$ cat src/rtl/fetch_sequencer.sv
// Program-counter sequencer for the SESO 9-bit accumulator core: start/halt handshake,
// LUT-driven branches, load stall. Optional macro CYCLE_COUNT_EN builds the RUN-cycle counter.
module fetch_sequencer #(
    parameter int PC_W       = 10,
    parameter int START_ADDR = 0,
    parameter int MEM_LAT    = 2,
    parameter int LUT_DEPTH  = 16
) (
    input  logic            Clk,
    input  logic            Reset_n,
    input  logic            Start,
    input  logic            Branch,
    input  logic            LoadInst,
    input  logic            halt,
    input  logic [3:0]      BrIdx,
    input  logic            LutWrEn,
    input  logic [3:0]      LutAddr,
    input  logic [PC_W-1:0] LutData,
    output logic [PC_W-1:0] ProgCtr,
    output logic            InstrValid,
    output logic            Stall,
    output logic            Done,
    output logic [31:0]     CycleCount
);

    localparam logic [3:0]      LAT      = 4'(MEM_LAT);
    localparam logic [PC_W-1:0] START_PC = PC_W'(START_ADDR);

    typedef enum logic [1:0] {IDLE, RUN, HALTED} state_t;

    state_t          state;
    logic [3:0]      wcnt;
    logic [PC_W-1:0] lut [LUT_DEPTH];
    logic [PC_W-1:0] br_tgt;
    logic            load_wait;
    logic            start_acc;

    // Branch reads the pre-write LUT value when a write hits the same entry.
    assign br_tgt     = lut[BrIdx];
    assign load_wait  = (state == RUN) && !halt && !Branch && LoadInst &&
                        (LAT != 4'd0) && (wcnt < LAT);
    assign start_acc  = Start && (state != RUN);

    assign Stall      = load_wait;
    assign InstrValid = (state == RUN);
    assign Done       = (state == HALTED);

    always_ff @(posedge Clk or negedge Reset_n) begin
        if (!Reset_n) begin
            for (int i = 0; i < LUT_DEPTH; i++) lut[i] <= '0;
        end else if (LutWrEn) begin
            lut[LutAddr] <= LutData;
        end
    end

    always_ff @(posedge Clk or negedge Reset_n) begin
        if (!Reset_n) begin
            state   <= IDLE;
            ProgCtr <= '0;
            wcnt    <= '0;
        end else begin
            case (state)
                IDLE, HALTED: begin
                    wcnt <= '0;
                    if (Start) begin
                        state   <= RUN;
                        ProgCtr <= START_PC;
                    end
                end
                RUN: begin
                    if (halt) begin
                        state <= HALTED;
                        wcnt  <= '0;
                    end else if (Branch) begin
                        ProgCtr <= br_tgt;
                        wcnt    <= '0;
                    end else if (load_wait) begin
                        wcnt <= wcnt + 4'd1;
                    end else begin
                        // Covers plain sequential flow and the final cycle of a load.
                        ProgCtr <= ProgCtr + 1'b1;
                        wcnt    <= '0;
                    end
                end
                default: begin
                    state <= IDLE;
                    wcnt  <= '0;
                end
            endcase
        end
    end

`ifdef CYCLE_COUNT_EN
    logic [31:0] cyc_cnt;

    always_ff @(posedge Clk or negedge Reset_n) begin
        if (!Reset_n)
            cyc_cnt <= '0;
        else if (start_acc)
            cyc_cnt <= '0;
        else if (state == RUN && cyc_cnt != 32'hFFFF_FFFF)
            cyc_cnt <= cyc_cnt + 32'd1;
    end

    assign CycleCount = cyc_cnt;
`else
    logic unused_start_acc;
    assign unused_start_acc = start_acc;
    assign CycleCount       = 32'd0;
`endif

endmodule

$ cat config.mk
export PLATFORM = sky130hd
export DESIGN_NAME = fetch_sequencer
export DESIGN_NICKNAME = d
export VERILOG_FILES = /design/src/rtl/fetch_sequencer.sv
export SDC_FILE = /design/constraint.sdc
export NUM_CORES = 1
export LEC_CHECK = 0
export CAP_MARGIN = 0
export CORE_MARGIN = 2
export CORE_UTILIZATION = 40
export CTS_CLUSTER_SIZE = 28
export DETAILED_ROUTE_END_ITERATION = 10
export SLEW_MARGIN = 20
export SYNTH_ARGS = -nofsm -noshare
export SYNTH_HDL_FRONTEND = slang
export SYNTH_SLANG_ARGS = --single-unit
$ cat constraint.sdc
create_clock -name Clk -period 1.6 [get_ports Clk]
set_input_delay 0.24 -clock Clk [delete_from_list [all_inputs] [get_ports Clk]]
set_output_delay 0.24 -clock Clk [all_outputs]
set_load 0.01 [all_outputs]
---- Word-level counts from Yosys, hierarchy flattened ----
Index checks and enable logic that the tools add are counted.
storage, ports and cells
  register bits after elaboration ......... 176
  input port bits ......................... 25
  output and inout bits ................... 45
  logic and storage cells ................. 63
cells by class
  add/subtract/negate cells ............... 2
  magnitude comparators ................... 4
  equal/unequal tests ..................... 6
  muxes and demuxes ....................... 18
  bitwise operators ....................... 2
  reduce and logical (&&, ||, !) cells .... 12
operators with widths
  kind                                                         number
  bitwise mux 160 bit                                          1
  two-way mux 10 bit                                           7
  binary-select mux 10 bit (select 4 bit)                      1
  demux 10 bit (select 4 bit)                                  1
  one-hot mux 10 bit (2 select lines)                          1
  two-way mux 4 bit                                            4
  adder 10 x 1 -> 10 bit (second input constant)               1
  greater-or-equal comparator 5 bit (second input constant)    2
  inverter 4 -> 5 bit                                          2
  inequality test 2 bit (second input constant)                3
  logical AND 1 bit                                            5
  less-than comparator 5 x 1 -> 1 bit (second input constant)  1
  adder 4 x 1 -> 4 bit (second input constant)                 1
  less-than comparator 4 x 2 -> 1 bit (second input constant)  1
  two-way mux 2 bit                                            2
  one-hot mux 2 bit (2 select lines)                           1
  AND reduction 4 bit                                          1
  inequality test 3 bit (second input constant)                1
  equality test 2 x 1 -> 1 bit (second input constant)         1
  equality test 2 bit (second input constant)                  1
  logical NOT 1 bit                                            2
  logical NOT 2 bit                                            1
  AND reduction 2 bit                                          1
  nonzero test 2 bit                                           1
  OR reduction 2 bit                                           1

---- Logic depth before layout (Yosys ltp) ----
Gate-level depths: netlist of the first run.
  depth in word-level cells ............... 9
  mapped depth ............................ 7
  depth with buffers taken out ............ 5

---- Worst setup path after synthesis of the first run ----
No wires, ideal clock.
  path kind ............................... input port to flip-flop
  from .................................... input BrIdx[2]
  to ...................................... register ProgCtr[6]
  library setup time ...................... 0.122 ns
  data arrival time ....................... 1.653 ns
  data required time ...................... 1.478 ns
  setup slack ............................. -0.174 ns
  stages on the path ...................... 6
  buffers on the path ..................... 2
  cell sequence ........................... buf_2 > buf_1 > mux4_2 > a221oi_1 > o31ai_1 > a32o_1
on the way
  word-level cells in the longest chain between the ends .. 7
RTL lines
  item                                                    line  RTL
  start: declaration                                      15    input logic [3:0] BrIdx,
  inverter 4 -> 5 bit (implied by the code)               39    assign br_tgt = lut[BrIdx];
  binary-select mux 10 bit (select 4 bit)                 39
  two-way mux 10 bit (implied by the code) (2 in series)  39
  two-way mux 10 bit                                      74    end else if (Branch) begin
  two-way mux 10 bit                                      71    if (halt) begin
  one-hot mux 10 bit (2 select lines)                     62    case (state)
  end signal: assignment                                  75    ProgCtr <= br_tgt;
  end signal: assignment                                  81    ProgCtr <= ProgCtr + 1'b1;
  end: declaration                                        19    output logic [PC_W-1:0] ProgCtr,
Every way passes these cells. The select of a mux whose other input is x is not followed.
A chain may end at the register's enable or synchronous reset.

---- Final worst setup path of the first run ----
  from .................................... register lut[18] in the netlist's numbering
  to ...................................... register ProgCtr[8]
on the way
  word-level cells in the longest chain between the ends .. 6
RTL lines
  item                                                    line  RTL
  start: declaration                                      33    logic [PC_W-1:0] lut [LUT_DEPTH];
  start signal: indexed assignment                        52    lut[LutAddr] <= LutData;
  binary-select mux 10 bit (select 4 bit)                 39
  two-way mux 10 bit (implied by the code) (2 in series)  39
  two-way mux 10 bit                                      74
  two-way mux 10 bit                                      71
  one-hot mux 10 bit (2 select lines)                     62
Every way passes these cells. The select of a mux whose other input is x is not followed.

==> metrics, run 1 <==
outcome=finished, violations left; failing checks=setup timing; Crit Reg-Reg Startpoint=lut[18]; cell area after synthesis=0.00848 mm2; area grow syn2layout=23.4%; GRT Util Overall=0.188; die width=150 um; Via density=5.42; Synth cell types=50; post-layout net count=730; DRC errors left=0; RSZ-0062 raised after global routing=yes; kind of end point of the critical path=flip-flop; most instantiated cells after synthesis=176 x dfrtp_1, 169 x mux2_2, 33 x buf_4; post-DP HPWL=13.9 mm; Worst EP arrival=2100 ps; Gate power share=0.208; worst hold slack=269 ps; cells along the critical path=mux4_2 > a221oi_4 > o31ai_4 > a32o_1; post-DR wirelength/cell=20.1 um; top-count cell post-synth=dfrtp_1; Synth Area per Inst=14.2 um2; Final Util=0.501; synth top area cells=dfrtp_1 52%, mux2_2 22%, mux4_2 4.5%, mux4_1 3.4%, buf_4 2.9%; dominant synthesized flop cell=dfrtp_1; largest net degree at the start of global routing=56; vias in the first global route=5554; Pint=9.65 mW; die area=around 0.022 mm2; Leak=roughly 4.6 nW; Initial Utilization=0.406; Syn. warnings=0; worst setup path category=flip-flop to flip-flop; Crit path largest cell delay=~520 ps; clk_skew=6.35 ps; final instance area=~0.010 mm2; fraction of registers with async set/reset=1.00; routability congestion estimate=between 0.7 and 0.8; max-cap viol count=0; remaining global-route overflow=0; post-synthesis sequential area ratio=0.520; vias post-DR=5375; Core ar.=0.0209 mm2; CP Launch Type=flip-flop; clk sinks=176; sequential power share=0.455; depth of the CTS H-tree=4; initial antenna violation count=0; max-slew violations=0; CP top delay family=compound AO/OA/AOI/OAI gates; Syn Inst Count=598; die height=150 um; Final ANT Viol Nets=0; CTS Buf Count=17; relative slew slack=0.462; root buf cell=clkbuf_16; WP buf/inv=0; post-synth top area cell=dfrtp_1; placed cell area=0.00966 mm2; DR pass1 iterations=4; Rows=between 50 and 60; Net Sw Frac=0.262; min Tclk post-route=1780 ps; Hold Path Class=input port to asynchronous set/reset pin; Post-synth EDFFs=0; Slowest-stage cell, CP=mux4_2; Worst-path clk slew=70 ps; flops & latches, synth=176; endpoints failing hold=0; start point of the critical path=lut[18]; CP max FO=2; Ports=70; Fmax=between 0.5 and 0.6 GHz; Switch Pwr=about 3.4 mW; worst vdd ir=705 uV; number of DRC markers in iteration 0=203; port buffer count=37; final WL=approximately 20 mm; layout cells sized above 1=0.475; first-pass GRT wire length=31.7 mm; Power Dens Cells=1250 mW/mm2; Req. time, crit path=1920 ps; CTS tree=yes; Clock Latency Late Sink=430 ps; Clock Power Share=0.337; fin crit share=1.11; clock tree buffer depth=2; reg2reg end=ProgCtr[8]; final number of setup-violating endpoints=8; Final WS setup=-180 ps; worst-margin pin slew=787 ps; R2R setup slack=-180 ps; Ant. Diodes=0; Reg2Reg Depth=4; top-area cell type share of the netlist area=0.520
-- routing by layer --
layer | GRT usage | up-vias | wire (um)
met5 | 0 | - | 0
met4 | 0.0614 | 0 | 313
met3 | 0.0320 | 23 | 819
met2 | 0.310 | 130 | 9840
met1 | 0.255 | 2841 | 8930
li1 | - | 2381 | -
-- power by group through the flow --
stage	registers (mW)	clock network, mW	logic, mW
after floorplan	5.91	0	1.81
after global placement	5.97	0	2.51
after detailed placement	6.05	0	2.61
after CTS	5.96	4.50	2.70
after global routing	6.09	4.69	2.96
final	5.95	4.40	2.72
-- registers in the layout, indices dropped and copies added, names as in the netlist --
signal and flops:
lut 160, ProgCtr 10, wcnt 4, state 2
-- worst max path at each step --
stage | endpoint | depth (start not counted)
6_report | ProgCtr[8] | 4
3_5_place_dp | Stall | 4
2_1_floorplan | ProgCtr[7] | 6
3_3_place_gp | Stall | 5
5_1_grt | ProgCtr[8] | 4
4_1_cts | Stall | 4
-- area by class of cell --
| type | count | area [um2] |
|---|---|---|
| flip-flops and latches | 176 | 4410 |
| well taps | 275 | 344 |
| multi-input cells | 383 | 3910 |
| repair buffers | 120 | 1160 |
| clock inverters | 13 | 175 |
| clock buffers | 19 | 453 |
| inverters | 5 | 18.8 |
| fillers | 1805 | 10400 |
-- kinds of logic after synthesis --
kind of cell    synth area share
fa+ha+maj                0.00295
xor+xnor                 0.00103
compound gates            0.0560
flops                      0.520
mux                        0.317
simple gates              0.0526
other cells             0.000442
buf+inv                   0.0500
-- placed cells by master (no fill, tap or decap), types with 9 or more instances in the layout --
cell,n
clkbuf_16,17
clkdlybuf4s50_1,20
mux4_2,23
nor2_1,14
buf_4,67
o21ai_0,9
buf_12,15
nor2b_1,18
nand2b_1,10
dfrtp_1,175
mux2_2,169
conb_1,33
mux2i_1,9
-- through the flow --
stage / worst slack (ps) / power, mW / setup TNS [ps] / instances
global placement: -457 / 8.48 / -42440 / 952
finish: -180 / 13.1 / -895 / 991
detailed placement: -462 / 8.66 / -45680 / 952
global route: -234 / 13.7 / -1470 / 991
floorplan: -85.0 / 7.72 / -373 / 630
CTS: -183 / 13.2 / -880 / 989
-- repair_timing --
item                                    CTS  global route
buffers inserted                          4             2
resized for setup                        40            11
gates cloned                              0             0
endpoints found under the hold margin    28             0
hold buffers                              1             0
endpoints found under the setup margin   23            15
pin swaps                                 6             4
-- worst reg2reg max path: cells and delay by family (launching register included) --
| family | cells | cell delay, ps |
|---|---|---|
| DFF | 1 | 390 |
| muxes | 1 | 520 |
| AOI/OAI and AO/OA | 3 | 770 |
No activity file was read; power rests on OpenSTA's default activity.
==> inputs of run 2 (changes only) <==
--- a/config.mk
+++ b/config.mk
@@ -10,6 +10,7 @@
 export CORE_UTILIZATION = 40
 export CTS_CLUSTER_SIZE = 28
 export DETAILED_ROUTE_END_ITERATION = 10
+export REMOVE_ABC_BUFFERS = 1
 export SLEW_MARGIN = 20
 export SYNTH_ARGS = -nofsm -noshare
 export SYNTH_HDL_FRONTEND = slang
==> run 2 against run 1 <==
- critical path type is now flip-flop to primary output
- the flow still finishes with violations (setup timing)
- combinational power rose by 4%
- sequential share of layout area decreased by 0.62 points
- clock skew increased by 1.5 ps
- utilization up 0.74 points
- critical path depth stayed put
- clock-buffer cell count increased by 3
- clock power increased by 0.9%
- sequential power is 0.7% higher
- largest cell class unchanged
- worst hold slack better by 59 ps
- first-iteration DRC count up 59%
- via count grew 1.6%
- global-route usage increased by 0.92 points
==> metrics, run 2 (synthesis results as in run 1) <==
outcome=finished, violations left; failing checks=setup timing; worst vdd ir=864 uV (+22%); post-DR wirelength/cell=20.5 um (+1.9%); Power Dens Cells=1250 mW/mm2 (about the same); kind of end point of the critical path=primary output; Ports=70 (unchanged); clk_skew=7.84 ps (+1.49 ps); setup TNS=-910 ps (-14.8 ps); Clock Latency Late Sink=430 ps (about the same); Final WS setup=-171 ps (+9.32 ps); RSZ-0062 raised after global routing=yes; CTS tree=yes; first-pass GRT wire length=33.2 mm (+4.5%); remaining global-route overflow=0 (unchanged); area grow syn2layout=25.3%; Final Util=0.508 (+0.00743); depth of the CTS H-tree=4 (unchanged); post-layout net count=757 (+3.7%); met1 Resource Use GR=0.281 (+0.0262); Fmax=0.565 GHz (+0.53%); most frequent cells in the layout=175 x dfrtp_1, 169 x mux2_2, 104 x buf_4; fin crit share=1.11 (-0.00582); DR pass1 iterations=4 (unchanged); CTS Buf Count=17 (unchanged); final number of setup-violating endpoints=10 (+2); die area=0.0224 mm2 (unchanged); Worst-path clk slew=60 ps (about the same); initial antenna violation count=0 (unchanged); Largest Register=lut; max-slew violations=0 (unchanged); Hold Path Class=input port to asynchronous set/reset pin; Crit Reg-Reg Startpoint=lut[0]; pre-CTS worst setup slack=-582 ps (-121 ps); post-DP HPWL=14.9 mm (+7.5%); endpoints failing hold=0 (unchanged); max-cap viol count=0 (unchanged); Crit path largest cell delay=380 ps (-140 ps); grt met2 use=0.310 (about the same); Via density=5.37 (-0.96%); DRC errors left=0 (unchanged); most common cell after layout, fill and taps aside=dfrtp_1; Reg2Reg Depth=4 (unchanged); vias post-DR=5463 (+1.6%); number of DRC markers in iteration 0=323 (+59%); Slowest-stage cell, CP=dfrtp_1; root buf cell=clkbuf_16; port buffer count=37 (unchanged); Core ar.=0.0209 mm2 (unchanged); Req. time, crit path=1360 ps (-560 ps); Rows=53 (unchanged); Fillers=1790 (-0.83%); max reg flops=160 (unchanged); CP Launch Type=flip-flop; largest registers=lut: 160 flops, ProgCtr: 10 flops, wcnt: 4 flops; routability congestion estimate=0.858 (+9.6%); relative slew slack=0.587 (+0.126); Initial Utilization=0.406 (unchanged); largest net degree at the start of global routing=43 (-23%); met3 Usage GRT=0.0296 (-0.00244); clock tree buffer depth=2 (unchanged); Finished Layout Cells=1017 (+2.6%); Final ANT Viol Nets=0 (unchanged); worst setup path category=flip-flop to primary output; Leak=4.69 nW (+1.9%); die width=150 um (unchanged); layout cells sized above 1=0.499 (+0.0238); global route hottest layer=met2; worst-margin pin slew=618 ps (-170 ps); clk sinks=176 (unchanged); vias in the first global route=5836 (+5.1%); DP Cell Count=975 (+2.4%); die height=150 um (unchanged); R2R setup slack=-160 ps (+20 ps); Worst EP arrival=1530 ps (-570 ps); GRT Util Overall=0.198 (+0.00916); final WL=20.8 mm (+4.6%); CP max FO=2 (unchanged); cells along the critical path=or3b_4 > inv_2 > and3_4 > buf_6; reg2reg end=ProgCtr[0]; min Tclk post-route=1770 ps (-9.32 ps); Ant. Diodes=0 (unchanged)
-- run 2: cell types whose count changed in the layout (fill, tap and decap cells not counted), sizes merged, moves of 2 or more --
cell         delta
buf            +27
inv             -6
clkbuf          +3
dlygate4sd2     +2
-- run 2: stage by stage --
step / instance area [um2] / power (mW) / hold WS (ps)
2_1_floorplan: 8190 / 7.53 / -55.6
3_3_place_gp: 9710 / 8.54 / 197
3_5_place_dp: 9710 / 8.70 / 199
4_1_cts: 10500 / 13.3 / 327
5_1_grt: 10600 / 13.9 / 345
6_report: 10600 / 13.3 / 328
-- run 2: worst max path at each step --
stage / start / endpoint / cells past startpoint
floorplan: LutAddr[3] / lut[120] / 3
global placement: BrIdx[1] / ProgCtr[6] / 7
detailed placement: Branch / Stall / 4
CTS: state[1] / Stall / 4
global route: state[1] / Stall / 4
finish: state[1] / Stall / 4
-- run 2: cell type report --
type	instances	area, um2	share of cell area
Multi-Input combinational cell	383	3950	0.372
Sequential cell	176	4410	0.415
Clock buffer	22	484	0.0456
Tap cell	275	344	0.0324
Timing Repair Buffer	147	1260	0.118
Clock inverter	9	155	0.0146
Inverter	5	22.5	0.00212
-- run 2: repair_timing --
action                                  CTS  global route
endpoints found under the hold margin    35             0
endpoints found under the setup margin   23            44
setup buffers                             8             4
gates resized for setup                  55            18
hold buffers                              1             0
pin swaps                                16             3
-- run 2: critical path: cells and delay by family (launching register included) --
family        cells  cell delay, ps
simple gates      2             560
flops             1             380
buf+inv           2             150
-- run 2: report_power, final --
part | internal, mW | leakage, nW | switching (mW) | total, mW
Sequential | 5.46 | 2.17 | 0.532 | 5.99
Clock | 2.77 | 0.312 | 1.67 | 4.44
Combinational | 1.67 | 2.20 | 1.16 | 2.83
-- run 2: routing by layer --
layer  routed length (um)  vias to the layer above
met3                 1190                       26
met2                 9980                      150
met1                 9310                     2864
met4                  330                        0
li1                     -                     2423
met5                    0                        -
==> inputs of run 3 (changes only) <==
--- a/config.mk
+++ b/config.mk
@@ -10,6 +10,7 @@
 export CORE_UTILIZATION = 40
 export CTS_CLUSTER_SIZE = 28
 export DETAILED_ROUTE_END_ITERATION = 10
+export PLACE_DENSITY = 0.64
 export REMOVE_ABC_BUFFERS = 1
 export SLEW_MARGIN = 20
 export SYNTH_ARGS = -nofsm -noshare
==> run 3 against run 2 <==
- the flow still finishes with violations (setup timing)
- routed wire length decreased by 1.8%
- clock-buffer cell count decreased by 1
- utilization decreased by 0.41 points
- cell count decreased by 0.88%
- worst setup slack got worse by 24 ps
- non-clock buffer count decreased by 11
- highest routed layer unchanged
- clock skew increased by 3.7 ps
==> metrics, run 3 (synthesis results as in run 1) <==
outcome=finished, violations left; failing checks=setup timing; final WL=20.4 mm (-1.8%); Core ar.=0.0209 mm2 (unchanged); Initial Utilization=0.406 (unchanged); worst-margin pin slew=661 ps (+43.0 ps); sequential power share=0.458 (+0.006); depth of the CTS H-tree=4 (unchanged); fin crit share=1.12 (+0.0149); Rows=53 (unchanged); clk sinks=176 (unchanged); Slowest-stage cell, CP=or3b_4; Clock Power Share=0.327 (-0.008); Largest Register=lut; Fillers=1809 (+1.1%); CTS tree=yes; most common cell after layout, fill and taps aside=dfrtp_1; Gate power share=0.215 (+0.002); most frequent cells in the layout=175 x dfrtp_1, 169 x mux2_2, 90 x buf_4; GRT Util Overall=0.196 (-0.00188); final number of setup-violating endpoints=10 (unchanged); Hold Path Class=input port to asynchronous set/reset pin; cells along the critical path=or3b_4 > inv_2 > and3_4 > buf_6; largest net degree at the start of global routing=43 (unchanged); placed cell area=0.00964 mm2 (-0.67%); Ports=70 (unchanged); CP max FO=2 (unchanged); Final Util=0.504 (-0.00413); port buffer count=37 (unchanged); worst vdd ir=794 uV (-8.2%); first-pass GRT wire length=33.1 mm (-0.21%); worst setup path category=flip-flop to primary output; relative slew slack=0.559 (-0.0287); Net Sw Frac=0.265 (+0.0118); max-cap viol count=0 (unchanged); Worst EP arrival=1550 ps (+20 ps); RSZ-0062 raised after global routing=yes; DRC errors left=0 (unchanged); Crit path largest cell delay=390 ps (about the same); CTS Buf Count=17 (unchanged); endpoints failing hold=0 (unchanged); layout cells sized above 1=0.494 (-0.00479); remaining global-route overflow=0 (unchanged); Clock Latency Late Sink=430 ps (about the same); largest registers=lut: 160 flops, ProgCtr: 10 flops, wcnt: 4 flops; Final ANT Viol Nets=0 (unchanged); WP buf/inv=2 (unchanged); clock tree buffer depth=2 (unchanged); final instance area=0.0105 mm2 (-0.81%); vias in the first global route=5821 (-0.26%); kind of end point of the critical path=primary output; max reg flops=160 (unchanged); Via density=5.42 (+0.84%); routability congestion estimate=0.876 (+2.1%); worst hold slack=316 ps (-12.7 ps); CP Launch Type=flip-flop; initial antenna violation count=0 (unchanged); Power Dens Cells=1240 mW/mm2 (-0.45%); root buf cell=clkbuf_16; Req. time, crit path=1360 ps (about the same); area grow syn2layout=24.3%; Final WS setup=-195 ps (-23.9 ps); CP top delay family=simple AND/OR/NAND/NOR gates; clk_skew=11.6 ps (+3.73 ps); min Tclk post-route=1790 ps (+23.9 ps); post-DR wirelength/cell=20.3 um (-0.93%); DR pass1 iterations=5 (+1); vias post-DR=5460 (-0.055%); die area=0.0224 mm2 (unchanged); Switch Pwr=3.47 mW (+3.3%); Worst-path clk slew=60 ps (about the same); die height=150 um (unchanged); number of DRC markers in iteration 0=340 (+5.3%); post-layout net count=747 (-1.3%); Leak=4.62 nW (-1.5%); Ant. Diodes=0 (unchanged); max-slew violations=0 (unchanged); Fmax=0.557 GHz (-1.3%); die width=150 um (unchanged); post-DP HPWL=14.4 mm (-3.4%); Pint=9.62 mW (-2.8%)
==> run 3: cell type report <==
type                    instances  area [um2]  area share
clock buffers                  21         450      0.0428
flip-flops and latches        176        4410       0.418
inverters                       5        22.5     0.00214
repair buffers                136        1180       0.112
clock inverters                11         155      0.0147
multi-input cells             384        3970       0.377
well taps                     275         344      0.0327
==> run 3: metal layers <==
layer,global-route usage,part of all wire
met1,0.271,0.45
met2,0.315,0.48
met3,0.0363,0.046
met4,0.0590,0.014
met5,0,0
==> run 3: power groups by stage <==
stage          Sequential, mW  Combinational (mW)  Clock (mW)
2_1_floorplan            5.91                1.62           0
3_3_place_gp             5.99                2.49           0
3_5_place_dp             6.06                2.59           0
4_1_cts                  5.98                2.77        4.36
5_1_grt                  6.12                3.05        4.58
6_report                 6.00                2.81        4.28
==> run 3: what timing repair did <==
action | 4_1_cts | 5_1_grt
setup buffers | 5 | 3
hold buffers | 1 | 0
resized for setup | 57 | 18
endpoints found under the hold margin | 36 | 0
pin swaps | 18 | 4
setup endpoints to repair | 24 | 21
cloned | 0 | 1
==> run 3: path summary, 6_finish.rpt <==
kind                              endpoint  slack (ps)      from  cells after the start
worst min register to register     wcnt[0]         440   wcnt[0]                      1
min in group Clk                   wcnt[0]         440   wcnt[0]                      1
worst max-delay path                 Stall        -190  state[1]                      4
worst min-delay path               lut[73]         320   Reset_n                      2
worst max register to register  ProgCtr[6]        -190   lut[86]                      4
max in group asynchronous         lut[143]         670   Reset_n                      3
==> run 3: metrics by stage <==
step	instances	total power [mW]	TNS [ps]	setup slack (ps)
6_report	1008	13.1	-1150	-195
5_1_grt	1008	13.8	-1620	-252
4_1_cts	1004	13.1	-1130	-201
3_5_place_dp	968	8.65	-50170	-596
3_3_place_gp	968	8.49	-47020	-543
2_1_floorplan	564	7.53	-365	-32.1
